`src/rtl/alu.sv`:
```
// 16-bit WISC ALU: combinational result path with registered zero/overflow/negative flags.
// Define ALU_SATURATE_EN to make ADD and SUB saturate on signed overflow instead of wrapping.
module alu (
    input  logic        clk,
    input  logic        rst,
    output logic [15:0] result,
    input  logic [15:0] a,
    input  logic [15:0] b,
    input  logic [3:0]  cmd,
    output logic        zero,
    output logic        ovfl,
    output logic        neg
);

    localparam logic [3:0] OpAdd    = 4'd0;
    localparam logic [3:0] OpPaddsb = 4'd1;
    localparam logic [3:0] OpSub    = 4'd2;
    localparam logic [3:0] OpAnd    = 4'd3;
    localparam logic [3:0] OpNor    = 4'd4;
    localparam logic [3:0] OpSll    = 4'd5;
    localparam logic [3:0] OpSrl    = 4'd6;
    localparam logic [3:0] OpSra    = 4'd7;
    localparam logic [3:0] OpLhb    = 4'd8;

    logic [15:0] sum;
    logic [15:0] diff;
    logic        add_ovf;
    logic        sub_ovf;
    logic [15:0] add_res;
    logic [15:0] sub_res;
    logic [3:0]  shamt;

    // Four independent signed nibble adds, each clamped to 0x7 / 0x8.
    function automatic logic [15:0] paddsb(input logic [15:0] x, input logic [15:0] y);
        logic [15:0] r;
        logic [3:0]  nx;
        logic [3:0]  ny;
        logic [3:0]  ns;
        r = 16'h0000;
        for (int i = 0; i < 4; i++) begin
            nx = x[i*4 +: 4];
            ny = y[i*4 +: 4];
            ns = nx + ny;
            if ((nx[3] == ny[3]) && (ns[3] != nx[3])) begin
                ns = nx[3] ? 4'h8 : 4'h7;
            end
            r[i*4 +: 4] = ns;
        end
        return r;
    endfunction

    always_comb begin
        sum     = a + b;
        diff    = a + ~b + 16'd1;
        add_ovf = (a[15] == b[15]) && (sum[15] != a[15]);
        sub_ovf = (a[15] != b[15]) && (diff[15] != a[15]);
        shamt   = b[3:0];
`ifdef ALU_SATURATE_EN
        // On overflow the true sign is a's sign, so clamp toward it.
        add_res = add_ovf ? {a[15], {15{~a[15]}}} : sum;
        sub_res = sub_ovf ? {a[15], {15{~a[15]}}} : diff;
`else
        add_res = sum;
        sub_res = diff;
`endif
    end

    always_comb begin
        result = 16'h0000;
        case (cmd)
            OpAdd:    result = add_res;
            OpPaddsb: result = paddsb(a, b);
            OpSub:    result = sub_res;
            OpAnd:    result = a & b;
            OpNor:    result = ~(a | b);
            OpSll:    result = a << shamt;
            OpSrl:    result = a >> shamt;
            OpSra:    result = 16'($signed(a) >>> shamt);
            OpLhb:    result = {b[7:0], a[7:0]};
            default:  result = 16'h0000;
        endcase
    end

    always_ff @(posedge clk) begin
        if (rst) begin
            zero <= 1'b0;
            ovfl <= 1'b0;
            neg  <= 1'b0;
        end else begin
            // Only cmd 0-7 touch zero; cmd 8-15 leave every flag alone.
            if (!cmd[3]) begin
                zero <= (result == 16'h0000);
            end
            if (cmd == OpAdd) begin
                ovfl <= add_ovf;
                neg  <= result[15];
            end else if (cmd == OpSub) begin
                ovfl <= sub_ovf;
                neg  <= result[15];
            end
        end
    end

endmodule

```
`config.mk`:
```
export PLATFORM = sky130hd
export DESIGN_NAME = alu
export DESIGN_NICKNAME = d
export VERILOG_FILES = /design/src/rtl/alu.sv
export SDC_FILE = /design/constraint.sdc
export NUM_CORES = 1
export LEC_CHECK = 0
export CAP_MARGIN = 20
export CORE_MARGIN = 4
export CORE_UTILIZATION = 70
export DETAILED_ROUTE_END_ITERATION = 16
export DONT_BUFFER_PORTS = 1
export PLACE_DENSITY = 0.86
export SETUP_SLACK_MARGIN = 0.1
export SLEW_MARGIN = 0
export SYNTH_ARGS = -nofsm -noshare
export SYNTH_HDL_FRONTEND = slang
export SYNTH_SLANG_ARGS = --single-unit
```
`constraint.sdc`:
```
create_clock -name clk -period 15.15 [get_ports clk]
set_clock_uncertainty 0.15 [all_clocks]
set_input_delay 3.03 -clock clk [delete_from_list [all_inputs] [get_ports clk]]
set_output_delay 3.03 -clock clk [all_outputs]
set_load 0.02 [all_outputs]
```
==> impl_metrics.py, run 1 <==
metrics = {
    "routing": {
        "wl_met3_um": 2820,
        "highest_layer": "met4",
        "vias_per_cell": 8.06,
        "drc_errors": 0,
        "first_pass_iters": 6,
        "wire_per_inst_um": 25.5,
        "met1Wirelength_um": 6610,
        "drt_iter0_drc": 942,
        "num_vias": 5669,
        "totalWireLength_um": 17900,
        "wl_met2_um": 7510,
        "ant_nets": 0,
    },
    "sta": {
        "fin_crit_sh_pct": 60.5,
        "rsz0062_at_grt": "false",
        "tightest_slew_ns": 1.11,
        "hold_slack_ns": 0.410,
        "drv_slew": 0,
        "final.setup.tns_ns": 0,
        "relSlewSlack_pct": 24.0,
        "setup_viol": 0,
        "min_period_ns": 9.16,
        "max_freq_mhz": 109,
        "hold_viol": 0,
    },
    "synth": {
        "ys_seq_area_share_pct": 1.24,
        "synth_area_leaders": "ha_1 (13%), mux4_2 (6.1%), mux2i_1 (5.2%), nor2_1 (4.7%), inv_1 (3.9%)",
        "synth-edff-count": 0,
        "syn_avg_cell_area_um2": 7.23,
        "synth_top_flop_cell": "dfxtp_1",
        "async_flop_share_pct": 0,
        "synth_fp_nets": 760,
        "ys_ff_latch": 3,
        "synth_cells": 668,
        "syn_area_um2": 4830,
        "yosysWarnings": 0,
        "synth_top_area_share_pct": 12.7,
        "ys_types": 86,
        "synth_top_area_cell": "ha_1",
    },
    "global_route": {
        "grt_pass1_vias": 5097,
        "grt_util_all_layers_pct": 41.1,
        "antenna_found_initial": 0,
        "grt_max_degree": 55,
        "overflow": 0,
        "grt_first_pass_wirelength_um": 27800,
    },
    "power_and_ir_drop": {
        "power_mw": 0.187,
        "p_leak_nw": 1.97,
        "powerDensity_nw_per_um2": 39.4,
        "ir_drop_mv": 0.0207,
    },
    "worst_setup_path": {
        "cp.required_ns": 11.97,
        "crit_arrival_ns": 5.98,
        "crit_fanout": 7,
        "cp-end-kind": "output pin",
        "cp-start-kind": "primary input",
        "crit_type": "in -> out",
    },
    "floorplan": {
        "io_pins": 57,
        "die_x_um": 91.1,
        "core_area_um2": 6760,
        "die_area_um2": 8290,
        "die_height_um": 91.1,
        "num_rows": 30,
        "start_util_pct": 71.5,
    },
    "placed_design": {
        "dpl_cell_area_um2": 4690,
        "io_buffers": 0,
        "gp_congestion": 1.06,
        "place_hpwl_um": 13500,
    },
    "cells_and_area": {
        "drive_gt1_share_pct": 8.03,
        "multiInputGateArea_um2": 4310,
        "areaGrowthSynthToFinish_pct": -1.84,
        "n_antenna_cell": 0,
        "final_area_um2": 4740,
        "nets": 716,
        "regArea_um2": 60.1,
        "fill_cells": 605,
    },
    "clock_network": {
        "clkTransAtPathRegs_ns": 0.03,
        "cts.path.max_buffers": 2,
        "ctsResizeCount": 0,
        "cts_buffers": 3,
        "worstSkewPairLatency_ns": 0.21,
        "cts_tree": "built",
        "post_cts_buffers": 0,
        "cts.htree.levels": 1,
        "cts.sinks": 3,
        "root_buffer": "clkbuf_8",
        "hold_buffers": 0,
    },
    "outcome": {
        "outcome": "completed",
    },
    "hold_path": {
        "hp-class": "reg -> reg",
    },
    "flow_run": {
        "cap_violations": 0,
    },
}
-- Yosys cell counts (8+ instances only) --
library cell	n
o211ai_1	13
a31oi_1	10
a21oi_1	36
nand2b_1	9
xnor2_1	11
nor2_1	61
o31ai_1	10
clkbuf_1	28
nor3_1	15
mux4_2	13
a211oi_1	9
nand4_1	8
nand2_1	50
ha_1	49
buf_2	14
o21ai_0	27
mux2i_1	25
inv_1	50
a22oi_1	12
nor2b_1	8
nand3_1	14
-- final cells by class --
type	count	share of cell area, %
inverters	50	3.96
well taps	80	2.11
flip-flops and latches	3	1.27
multi-input cells	561	90.9
repair buffers	5	0.792
clock buffers	4	0.950
-- cells in the final DEF (no fill, tap or decap), types with 14 or more instances in the layout --
cell	Yosys	layout
nand2_1	50	50
mux2i_1	25	25
nand3_1	14	14
a21oi_1	36	36
nor2_1	61	61
ha_1	49	49
nor3_1	15	15
o21ai_0	27	27
inv_1	50	50
-- per-layer routing --
layer	vias to the layer above	global-route usage, %
li1	2467	-
met1	2581	56.0
met2	526	61.3
met3	95	10.3
met4	0	17.8
met5	-	0
-- worst max-delay path, cell delays in order --
cell and delay (ns):
ha_1 0.23, fa_1 0.48, a211oi_2 0.28, o31ai_1 0.19
a311o_1 0.44, a211oi_1 0.32, o21bai_1 0.14, a211o_1 0.31
a21boi_0 0.35, inv_1 0.21
-- through the flow --
| step | setup slack (ns) | cells | utilization [%] |
|---|---|---|---|
| after floorplan | 6.05 | 668 | - |
| after global placement | 6.08 | 698 | 69.4 |
| after detailed placement | 6.05 | 698 | 69.4 |
| after CTS | 6.04 | 702 | 70.1 |
| after global routing | 5.93 | 703 | 70.2 |
| final | 5.99 | 703 | 70.2 |
-- power by group --
group	internal [mW]	total [mW]	switching, mW
Combinational	0.0602	0.155	0.0945
Sequential	0.00836	0.00915	0.000783
Clock	0.0179	0.0231	0.00514
Total	0.0865	0.187	0.100
-- worst paths after layout --
check,to,cells after the start,slack [ns],startpoint
worst min-delay path,ovfl,2,0.41,ovfl
worst max register to register,neg,2,14.23,neg
worst max-delay path,result[14],10,5.99,a[0]
worst min register to register,ovfl,2,0.41,ovfl
-- registers in the layout, summed over array words and instances, names as in the netlist --
signal / cells
neg: 1
ovfl: 1
zero: 1
-- cells by family after synthesis --
group	after synthesis	share of synthesized area [%]
DFF	3	1.24
and+or+nand+nor	224	24.8
buffers and inverters	104	9.76
adders and majority gates	54	14.8
muxes	42	12.2
xor gates and xnor gates	12	2.18
AOI/OAI and AO/OA	229	35.0
No activity file was read; power rests on OpenSTA's default activity.
==> run 2, diff against run 1 <==
Settings changed: CORE_UTILIZATION 70 to 61, PLACE_DENSITY 0.86 to 0.8.
Clock period 15.15 ns to 7.58 ns, I/O delays scaled along.
==> run 2 against run 1 <==
Routed wire length rose by 2.2%. Final area rose by 0.42%. Sequential share of layout area barely moved. Sequential cell count did not move. First-iteration DRC count fell by 7.7%. Final cell count rose by 3.0%. Critical path depth fell by 2. Core utilization fell by 8.6 points. Total power rose by 100%. Hold slack got worse by 0.0055 ns. Critical path type unchanged. Highest routed layer unchanged.
==> impl_metrics.py, run 2 (synthesis gave the netlist of run 1 again) <==
metrics = {
    "sta": {
        "fin_crit_sh_pct": 79.8,
        "max_freq_mhz": 165,
        "tightest_slew_ns": 1.17,
        "setup_viol": 0,
        "relSlewSlack_pct": 22.1,
        "final.setup.tns_ns": 0,
        "drv_slew": 0,
        "min_period_ns": 6.05,
        "rsz0062_at_grt": "false",
        "hold_viol": 0,
    },
    "worst_setup_path": {
        "cp-end-kind": "output pin",
        "cp.buffers_inverters": 1,
        "crit_chain": "inv_1, ha_1, nor2_1, o311ai_1, a311o_1, a2111oi_0, nor3_1, o21ai_0",
        "cp.required_ns": 5.91,
        "slowest_stage": "o21ai_0",
        "max_stage_delay_ns": 0.71,
        "r2r-end": "zero",
        "critical_path.top_delay_family": "compound AO/OA/AOI/OAI gates",
        "rr_startpoint": "zero",
        "crit_fanout": 25,
        "worstRegToRegCells": 2,
        "r2r_slack_ns": 6.67,
        "crit_arrival_ns": 4.39,
        "crit_type": "in -> out",
        "cp-start-kind": "primary input",
    },
    "cells_and_area": {
        "areaGrowthSynthToFinish_pct": -1.42,
        "drive_gt1_share_pct": 7.88,
        "final_common_cell": "nor2_1",
        "reg_top3": "neg (1), ovfl (1), zero (1)",
        "nets": 715,
        "final_cell_mix": "nor2_1 (61), nand2_1 (50), inv_1 (50)",
        "n_antenna_cell": 0,
    },
    "clock_network": {
        "cts_buffers": 3,
        "worstSkewPairLatency_ns": 0.22,
        "cts_tree": "built",
        "root_buffer": "clkbuf_8",
        "cts.sinks": 3,
        "hold_buffers": 0,
        "clkTransAtPathRegs_ns": 0.03,
        "cts.path.max_buffers": 2,
        "cts.htree.levels": 1,
        "post_cts_buffers": 0,
        "ctsResizeCount": 0,
    },
    "floorplan": {
        "start_util_pct": 62.5,
        "die_area_um2": 9410,
        "num_rows": 32,
        "core_area_um2": 7730,
        "die_height_um": 97.0,
        "die_x_um": 97.0,
        "io_pins": 57,
    },
    "routing": {
        "drc_errors": 0,
        "totalWireLength_um": 18300,
        "wire_per_inst_um": 25.3,
        "vias_per_cell": 7.76,
        "drt_iter0_drc": 869,
        "first_pass_iters": 6,
        "ant_nets": 0,
        "num_vias": 5619,
    },
    "power_and_ir_drop": {
        "powerDensity_nw_per_um2": 78.4,
        "p_seq_share_pct": 4.9,
        "p_clk_share_pct": 12.5,
        "ir_drop_mv": 0.0401,
        "internal-power_mw": 0.172,
        "power.share.combinational_pct": 82.6,
        "p_sw_mw": 0.201,
        "power_mw": 0.373,
        "p_leak_nw": 1.96,
        "switching_share_pct": 53.8,
    },
    "placed_design": {
        "place_hpwl_um": 13800,
        "io_buffers": 0,
        "gp_congestion": 1.03,
    },
    "global_route": {
        "antenna_found_initial": 0,
        "grt_util_all_layers_pct": 36.3,
        "grt_max_degree": 55,
        "overflow": 0,
        "grt_pass1_vias": 5091,
        "grt_first_pass_wirelength_um": 28200,
    },
    "hold_path": {
        "hold_depth": 2,
        "min_to": "neg",
        "hp-start": "neg",
        "hp-class": "reg -> reg",
    },
    "outcome": {
        "outcome": "completed",
    },
    "flow_run": {
        "cap_violations": 0,
    },
}
==> run 2: metrics by stage <==
stage	util (%)	setup WS (ns)	hold WS, ns	instance area (um2)	instances
after floorplan	-	1.51	0.378	4830	668
after global placement	61.0	1.62	0.398	4720	720
after global routing	61.6	1.37	0.445	4760	724
after CTS	61.6	1.58	0.409	4760	724
after detailed placement	61.0	1.59	0.405	4720	720
final	61.6	1.53	0.404	4760	724
==> run 2: routing by layer <==
layer | track usage (%) | part of all wire (%) | routed length [um]
met5 | 0 | 0 | 0
met4 | 11.3 | 3.9 | 718
met3 | 7.86 | 15 | 2710
met2 | 56.9 | 44 | 8000
met1 | 49.7 | 38 | 6900
==> run 2: area by class of cell <==
class	count	area, um2
Tap cell	102	128
Timing Repair Buffer	4	30.0
Inverter	50	188
Multi-Input combinational cell	561	4310
Clock buffer	4	45.0
Fill cell	724	2970
Sequential cell	3	60.1
==> run 2: tightest hold or removal path: stages (launching register included) <==
cell	delay, ns
dfxtp_1	0.36
nand2_1	0.08
a21oi_1	0.06
==> run 2: worst max path at each step <==
stage / cells after the start / to / from / slack [ns]
6_report: 8 / result[13] / b[3] / 1.53
5_1_grt: 8 / result[13] / b[3] / 1.37
4_1_cts: 10 / result[14] / a[0] / 1.58
3_5_place_dp: 10 / result[14] / a[0] / 1.59
3_3_place_gp: 10 / result[14] / a[0] / 1.62
2_1_floorplan: 13 / result[14] / b[2] / 1.51
==> run 2: power groups by stage <==
stage	Combinational [mW]	Sequential (mW)	Clock, mW
after floorplan	0.258	0.0183	0
after detailed placement	0.296	0.0185	0
after global placement	0.291	0.0184	0
after global routing	0.328	0.0183	0.0495
after CTS	0.298	0.0182	0.0466
final	0.309	0.0182	0.0467
==> run 3, diff against run 2 <==
Settings changed: CORE_UTILIZATION 61 to 68, PLACE_DENSITY 0.8 to 0.84.
Clock period 7.58 ns to 5.9 ns, I/O delays scaled along.
==> run 3 against run 2 <==
Total power up 30%. Clock power up 26%. Via count up 2.0%. Final area up 0.79%. Combinational power up 30%. Register-to-register slack worse by 1.7 ns. Routed wire length down 3.0%. Sequential cell count unchanged. First-iteration DRC count up 25%. Largest power group unchanged. Highest routed layer unchanged.
==> impl_metrics.py, run 3 (synthesis gave the netlist of run 1 again) <==
metrics = {
    "floorplan": {
        "die_height_um": 92.3,
        "die_area_um2": 8520,
        "die_x_um": 92.3,
        "io_pins": 57,
        "core_area_um2": 6830,
        "start_util_pct": 70.7,
        "num_rows": 30,
    },
    "clock_network": {
        "root_buffer": "clkbuf_8",
        "post_cts_buffers": 0,
        "worstSkewPairLatency_ns": 0.21,
        "clkTransAtPathRegs_ns": 0.03,
        "cts.path.max_buffers": 2,
        "cts_tree": "built",
        "ctsResizeCount": 0,
        "cts_buffers": 3,
        "cts.sinks": 3,
        "hold_buffers": 0,
        "cts.htree.levels": 1,
    },
    "cells_and_area": {
        "final_cell_mix": "nor2_1 (61), nand2_1 (50), inv_1 (50)",
        "final_area_um2": 4800,
        "reg_top3": "neg (1), ovfl (1), zero (1)",
        "drive_gt1_share_pct": 8.76,
        "final_common_cell": "nor2_1",
        "n_antenna_cell": 0,
        "fill_cells": 612,
        "nets": 721,
        "areaGrowthSynthToFinish_pct": -0.648,
    },
    "worst_setup_path": {
        "cp-start-kind": "primary input",
        "r2r_slack_ns": 4.98,
        "slowest_stage": "fa_1",
        "cp-end-kind": "output pin",
        "crit_chain": "ha_1, fa_1, a211oi_2, o31ai_1, a311o_1, a211oi_1, o21bai_1, a211o_1, a21boi_0, inv_1",
        "cp.buffers_inverters": 1,
        "critical_path.top_delay_family": "compound AO/OA/AOI/OAI gates",
        "cp.required_ns": 4.57,
        "crit_type": "in -> out",
        "crit_fanout": 7,
        "crit_arrival_ns": 4.20,
        "max_stage_delay_ns": 0.47,
    },
    "sta": {
        "fin_crit_sh_pct": 93.8,
        "setup_viol": 0,
        "relSlewSlack_pct": 27.5,
        "hold_viol": 0,
        "final.setup.tns_ns": 0,
        "min_period_ns": 5.53,
        "max_freq_mhz": 181,
        "tightest_slew_ns": 1.06,
        "drv_slew": 0,
        "rsz0062_at_grt": "false",
    },
    "power_and_ir_drop": {
        "ir_drop_mv": 0.0811,
        "switching_share_pct": 53.2,
        "p_seq_share_pct": 4.8,
        "p_sw_mw": 0.257,
        "power.share.combinational_pct": 83.0,
        "p_clk_share_pct": 12.1,
        "powerDensity_nw_per_um2": 101,
        "p_leak_nw": 1.99,
        "power_mw": 0.484,
        "internal-power_mw": 0.226,
    },
    "global_route": {
        "overflow": 0,
        "grt_first_pass_wirelength_um": 28500,
        "grt_pass1_vias": 5263,
        "antenna_found_initial": 0,
        "grt_max_degree": 55,
        "grt_util_all_layers_pct": 41.2,
    },
    "placed_design": {
        "dpl_cell_area_um2": 4750,
        "place_hpwl_um": 13600,
        "gp_congestion": 1.09,
        "io_buffers": 0,
    },
    "routing": {
        "totalWireLength_um": 17800,
        "vias_per_cell": 7.92,
        "drc_errors": 0,
        "ant_nets": 0,
        "num_vias": 5732,
        "wire_per_inst_um": 24.6,
        "first_pass_iters": 6,
        "drt_iter0_drc": 1090,
    },
    "hold_path": {
        "hp-class": "reg -> reg",
    },
    "outcome": {
        "outcome": "completed",
    },
    "flow_run": {
        "cap_violations": 0,
    },
}
==> run 3: cell type report <==
class                           instances  area (um2)  area share [%]
Multi-Input combinational cell        561        4310            89.8
Inverter                               50         188            3.91
Tap cell                               96         120            2.50
Timing Repair Buffer                   10        75.1            1.56
Sequential cell                         3        60.1            1.25
Clock buffer                            4        45.0           0.938
==> run 3: power groups by stage <==
stage | logic [mW] | registers, mW | clock network (mW)
after floorplan | 0.331 | 0.0235 | 0
after global placement | 0.379 | 0.0236 | 0
after detailed placement | 0.386 | 0.0237 | 0
after CTS | 0.389 | 0.0234 | 0.0586
after global routing | 0.431 | 0.0235 | 0.0631
final | 0.402 | 0.0234 | 0.0588
==> run 3: path summary, 6_finish.rpt <==
kind              from          to  cells past startpoint
setup reg to reg  ovfl        ovfl                      2
hold reg to reg    neg         neg                      2
hold / removal     neg         neg                      2
setup / recovery  a[0]  result[14]                     10
==> run 3: metrics by stage <==
step,hold WS (ns),cells,util [%],setup slack [ns]
floorplan,0.378,668,-,0.499
global placement,0.399,720,69.6,0.611
detailed placement,0.418,720,69.6,0.457
CTS,0.421,724,70.3,0.435
global route,0.449,724,70.3,0.315
finish,0.428,724,70.3,0.366
==> run 3: tightest hold or removal path: stages, from the launching register on <==
cell and delay [ns]:
dfxtp_1 0.36, nand2_1 0.10, a21oi_1 0.07
==> run 3: routing by layer <==
| metal | track usage (%) | share of wire (%) | up-vias |
|---|---|---|---|
| met5 | 0 | 0 | - |
| met4 | 20.9 | 7.1 | 0 |
| met3 | 7.71 | 15 | 116 |
| met2 | 61.0 | 41 | 533 |
| met1 | 56.5 | 37 | 2601 |
| li1 | - | - | 2482 |
